## config.mk

```make
export PLATFORM = sky130hd
export DESIGN_NAME = munoc_rfifo_downsizer
export DESIGN_NICKNAME = d
export VERILOG_FILES = /design/src/rtl/munoc_rfifo_downsizer.sv
export SDC_FILE = /design/constraint.sdc
export NUM_CORES = 1
export LEC_CHECK = 0
export ABC_AREA = 1
export CORE_ASPECT_RATIO = 0.8
export CORE_MARGIN = 8
export CORE_UTILIZATION = 45
export CTS_BUF_LIST = sky130_fd_sc_hd__clkbuf_8
export DETAILED_ROUTE_END_ITERATION = 7
export HOLD_SLACK_MARGIN = 0.06
export PLACE_DENSITY = 0.74
export SLEW_MARGIN = 20
export SYNTH_ARGS = -nofsm -noshare
export SYNTH_HDL_FRONTEND = slang
export SYNTH_SLANG_ARGS = --single-unit
```

## constraint.sdc

```tcl
create_clock -name clk -period 1.45 [get_ports clk]
set_input_delay 0.29 -clock clk [delete_from_list [all_inputs] [get_ports clk]]
set_output_delay 0.29 -clock clk [all_outputs]
set_load 0.05 [all_outputs]
```

## src/rtl/munoc_rfifo_downsizer.sv

```systemverilog
// Purpose : splits each BW_IN-bit word popped from a first-word-fall-through FIFO
//           into RATIO beats of BW_OUT = BW_IN/RATIO bits, least-significant slice first.
// Latency : a word popped at edge N is presented as beat 0 in the following cycle;
//           the next word is popped on the last-beat handshake, so there is no bubble.
// Backpr. : while ovalid & !oready the beat, beat counter and word buffer all hold.
// Option  : define MUNOC_DOWNSIZER_LAST_EN to add olast (high on the final beat of a word).
// Ports   : clk, rstnn (async, active-low)
//           fifo_rready / fifo_rrequest / fifo_rdata  - FIFO read side (rready = non-empty)
//           ovalid / oready / odata [/ olast]         - downsized output stream
// Params  : BW_IN (word width), RATIO (beats per word, >= 2, must divide BW_IN).
module munoc_rfifo_downsizer #(
  parameter  int BW_IN  = 64,
  parameter  int RATIO  = 4,
  localparam int BW_OUT = BW_IN / RATIO,
  localparam int BW_CNT = $clog2(RATIO)
) (
  input  logic              clk,
  input  logic              rstnn,
  input  logic              fifo_rready,
  output logic              fifo_rrequest,
  input  logic [BW_IN-1:0]  fifo_rdata,
  output logic              ovalid,
  input  logic              oready,
  output logic [BW_OUT-1:0] odata
`ifdef MUNOC_DOWNSIZER_LAST_EN
  ,
  output logic              olast
`endif
);

  typedef enum logic {IDLE, SEND} state_t;

  localparam logic [BW_CNT-1:0] CNT_LAST = BW_CNT'(RATIO - 1);

  state_t                       state_q, state_d;
  // Word buffer viewed as RATIO slices so the beat select is a plain index.
  logic [RATIO-1:0][BW_OUT-1:0] buf_q, buf_d;
  logic [BW_CNT-1:0]            cnt_q, cnt_d;
  logic                         ovalid_q, ovalid_d;
  logic                         pop;
  logic                         beat_last;

  assign beat_last = (cnt_q == CNT_LAST);

  always_comb begin
    state_d  = state_q;
    buf_d    = buf_q;
    cnt_d    = cnt_q;
    ovalid_d = ovalid_q;
    pop      = 1'b0;
    case (state_q)
      IDLE: begin
        if (fifo_rready) begin
          pop      = 1'b1;
          buf_d    = fifo_rdata;
          cnt_d    = '0;
          state_d  = SEND;
          ovalid_d = 1'b1;
        end
      end
      SEND: begin
        // ovalid is always high in SEND, so oready alone completes a handshake.
        if (oready) begin
          if (!beat_last) begin
            cnt_d = cnt_q + BW_CNT'(1);
          end else if (fifo_rready) begin
            // Reload on the last-beat handshake to keep one beat per cycle.
            pop   = 1'b1;
            buf_d = fifo_rdata;
            cnt_d = '0;
          end else begin
            state_d  = IDLE;
            ovalid_d = 1'b0;
          end
        end
      end
      default: begin
        state_d  = IDLE;
        ovalid_d = 1'b0;
      end
    endcase
  end

  always_ff @(posedge clk or negedge rstnn) begin
    if (!rstnn) begin
      state_q  <= IDLE;
      buf_q    <= '0;
      cnt_q    <= '0;
      ovalid_q <= 1'b0;
    end else begin
      state_q  <= state_d;
      buf_q    <= buf_d;
      cnt_q    <= cnt_d;
      ovalid_q <= ovalid_d;
    end
  end

  // Gated by rstnn so the FIFO is never popped while the block is held in reset.
  assign fifo_rrequest = pop & rstnn;
  assign ovalid        = ovalid_q;
  assign odata         = buf_q[cnt_q];

`ifdef MUNOC_DOWNSIZER_LAST_EN
  assign olast = ovalid_q & beat_last;
`endif

endmodule

```

* Word level (Yosys, flattened, before mapping)
Cells that the tools add are included.
Word-level totals: output and inout port bits 18, flip-flop bits (word level) 68, logic and storage cells 40, input bits 68
Operators by class: reductions and logical operators 2, add/sub/neg operators 1, eq/ne operators 5, bitwise operators 2, order comparisons 1, muxes and demuxes 22
Operators by type and width (number):
- 64-bit two-way mux | 3
- 64-bit case mux with 2 select lines | 1
- 16-bit binary-select mux with 2-bit select | 1
- 16-bit two-way mux | 1
- 1-bit two-way mux | 9
- 2-bit two-way mux | 3
- 2-bit != test (second input constant) | 3
- 1-bit case mux with 2 select lines | 3
- 2-bit case mux with 2 select lines | 1
- 4-bit AND reduction | 1
- 2-bit by 3-bit less-than comparator with 1-bit output (second input constant) | 1
- 2-bit by 1-bit adder with 2-bit output (second input constant) | 1
- 2-bit == test (second input constant) | 1
- 2-bit by 1-bit != test with 1-bit output (second input constant) | 1
- 2-bit AND reduction | 1
- 1-bit AND | 1
- 1-bit NOT | 1

* Longest topological paths before layout
depth in word-level cells 5, depth in mapped cells 7

* Worst setup path after synthesis
No wires, ideal clock.
kind flip-flop to output port, start point register state_q, end point output fifo_rrequest, required time 1160 ps, data arrival time 1434 ps, slack -274 ps, cell stages (with the launch flop) 6, cell sequence dfrtp_1 -> buf_6 -> nand2_4 -> buf_6 -> nand2_1 -> nor2_1
Between the ends: word-level cells in the longest chain between the ends 3
Ends and longest elaborated chain:
- start: declaration | line 35 | state_t state_q, state_d;
- start signal: assignment | line 91 | state_q <= state_d;
- 1-bit NOT
- 1-bit case mux with 2 select lines * | line 51 | case (state_q)
- 1-bit AND * | line 99 | assign fifo_rrequest = pop & rstnn;
- end: declaration | line 20 | output logic fifo_rrequest,
Every way passes the cells marked *; elsewhere a longest branch is shown, timed or not.

* Worst setup path in the final report
start point register cnt_q[0], end point output odata[6]
Between the ends: word-level cells in the longest chain between the ends 2
Ends and longest elaborated chain:
- start: declaration | line 38 | logic [BW_CNT-1:0] cnt_q, cnt_d;
- start signal: assignment | line 93 | cnt_q <= cnt_d;
- 16-bit binary-select mux with 2-bit select | line 101 | assign odata = buf_q[cnt_q];
- 16-bit two-way mux (implied by the code) | line 101
- end: declaration | line 24 | output logic [BW_OUT-1:0] odata
No other way between the ends. The select of a mux whose other input is x is not followed.

==> results.cfg <==
[sta]
maxSlewHeadroom_pct = 70.1
worst_pin_slew_ps = 448
finClkSkew_ps = 8.17
drv_slew = 0
hold_viol_final = 0
min_period_ps = 1830
setup_ws_ps = -380
fmax_mhz = 546
hold_ws_ps = 446
rsz0062_at_grt = true
period_share_pct = 126
setup_viol = 17

[clock_network]
clkTransAtPathRegs_ps = 70
cts_made_buffers = 9
clk_latency_ps = 330
numClockSinks = 68
cts-root-buf = clkbuf_8
clockBufferDepth = 2
cts_tree = yes
htreeDepth = 3

[logic_synthesis]
synthesis.instances = 438
ys_types = 16
syn_avg_cell_area_um2 = 8.16
ys_seq_elements = 68
synth_area_mm2 = 0.00357
yosysSeqAreaShare_pct = 47.6
yosys_warnings = 0
syn-num-nets = 508

[worst_setup_path]
arrival_ps = 1540
cpMostUsedCell = buf_12
worstPathMaxFanout = 30
crit_required_ps = 1160
endpoint_kind = output pin
critPathMaxStageDelay_ps = 400
critPathKind = reg2out
timing.rr.start = cnt_q[1]
start_kind = register
r2r_cells = 7
crit_chain = inv_2 -> buf_12 -> nand2_1 -> o211ai_1 -> nand2_2 -> buf_12
reg2reg_slack_ps = 30
rr_endpoint = buf_q[36]
cpMaxStageDelayCell = dfrtp_1

[status]
violations = setup timing
status = complete, but fails checks

[placement]
dp_slack_ps = -139
hpwl_mm = 6.51
portBuffers = 85
placed_cells = 614
gp_congestion = 0.794

[hold_path]
min_path_type = in2reg
whs_endpoint = cnt_q[1]
holdPathStages = 5
min_from = fifo_rready

[detailed_routing]
initialDrtViolationCount = 149
vias_per_cell = 5.16
wirelength_mm = 9.65
wl_per_cell_um = 15.3
num_vias = 3262
drc = 0
ant_nets = 0
drtPass1Iterations = 4

[floorplanning]
die_x_um = 116
die_height_um = 95.7
pin_count = 86
coreArea_mm2 = 0.00780
rows = 29
initial_core_util_pct = 45.8
fp.dieArea_mm2 = 0.0111

[pwr]
power_density_mw_per_mm2 = 2450
p_leak_nw = 2.48
vdd_drop_max_mv = 2.17

[grt]
top_usage_layer = met2
grt_usage_pct = 18.1
grt_pass1_vias = 3251
grt_max_degree = 69
grt_antenna_before_repair = 0
grt_util_met2_pct = 28.6
grt_pass1_wl_mm = 15.9
met3_usage_pct = 4.08
gr-total-overflow = 0
use_met1_pct = 24.5

[cells_and_area]
drive_above_1_share_pct = 16.0
antenna_cells = 0
nets = 589
syn2layout_area_growth_pct = 39.5
stdcell_count = 632

[run]
drv_cap = 0
[cell usage after synthesis, drive strengths merged]
cell | n | area share, %
o211ai | 32 | 6.7
nor2 | 2 | 0.21
clkbuf | 4 | 0.42
nand4 | 67 | 12
ha | 2 | 0.70
o21a | 1 | 0.21
nand2 | 186 | 20
buf | 34 | 7.5
dfrtp | 68 | 48
nand3 | 4 | 0.91
inv | 38 | 4.0
[kinds of logic after synthesis]
kind of cell | Yosys count | share of synthesized area (%)
AOI/OAI and AO/OA | 33 | 6.94
DFF | 68 | 47.6
adders and majority gates | 2 | 0.700
and+or+nand+nor | 259 | 32.8
buffers and inverters | 76 | 11.9
[area by class of cell]
class,instances,area (um^2)
fill,665,2820
sequential,68,1700
multi-input combinational,294,1510
timing repair buffer,108,1300
clock buffer,11,151
inverter,38,143
tap,108,135
clock inverter,5,45.0
[report_power, final]
group | switching (W) | total [W] | internal [W] | leakage [nW]
Combinational | 0.00416 | 0.00731 | 0.00315 | 1.52
Sequential | 0.000530 | 0.00337 | 0.00284 | 0.849
Clock | 0.000672 | 0.00154 | 0.000865 | 0.115
[per-stage QoR]
stage / instance area (um^2) / total power, W / setup TNS [ps] / util, %
floorplan: 3610 / 0.00752 / -59.7 / -
global placement: 4720 / 0.0105 / -4980 / 60.5
detailed placement: 4720 / 0.0106 / -6370 / 60.5
CTS: 4960 / 0.0122 / -5740 / 63.6
global route: 4980 / 0.0130 / -7520 / 63.9
finish: 4980 / 0.0122 / -5730 / 63.9
[critical path: cells and delay by family (launching register included)]
family / cells / cell delay (ps)
AND/OR/NAND/NOR: 2 / 190
AO/OA/AOI/OAI: 1 / 150
buffers and inverters: 3 / 470
flip-flops: 1 / 400
[how the worst max path moves through the flow]
stage / start / to / slack (ps) / cells past startpoint
after CTS: cnt_q[0] / fifo_rrequest / -370 / 7
final: cnt_q[0] / odata[6] / -380 / 6
after global routing: cnt_q[0] / odata[6] / -430 / 6
after floorplan: state_q / fifo_rrequest / -60 / 5
after detailed placement: oready / buf_q[36] / -140 / 8
after global placement: oready / fifo_rrequest / -100 / 6
[cell usage in the layout (no fill, tap or decap), drive strengths merged]
| cell type | netlist | routed |
|---|---|---|
| nor2 | 2 | 2 |
| clkdlybuf4s50 | 0 | 65 |
| o211ai | 32 | 32 |
| dfrtp | 68 | 68 |
| inv | 38 | 42 |
| clkbuf | 4 | 11 |
| buf | 34 | 42 |
| ha | 2 | 2 |
| nand3 | 4 | 4 |
| nand4 | 67 | 67 |
| bufinv | 0 | 1 |
| nand2 | 186 | 186 |
| dlygate4sd3 | 0 | 1 |
| o21a | 1 | 1 |
[state kept, by name, summed over array words and instances, names as in the netlist]
register and count:
ovalid 1, buf_q 64, state_q 1, cnt_q 2
[per-layer routing]
| metal | share of wire [%] | wire length, um |
|---|---|---|
| met1 | 45 | 4390 |
| met2 | 47 | 4550 |
| met3 | 6.0 | 575 |
| met4 | 1.4 | 136 |
| met5 | 0 | 0 |
[timing repair]
action	4_1_cts	5_1_grt
resized for setup	7	5
endpoints found under the setup margin	18	51
hold endpoints to repair	68	0
cloned	1	0
hold buffers	1	0
pin swaps	1	2
setup buffers	0	0
No activity file was read; power rests on OpenSTA's default activity.
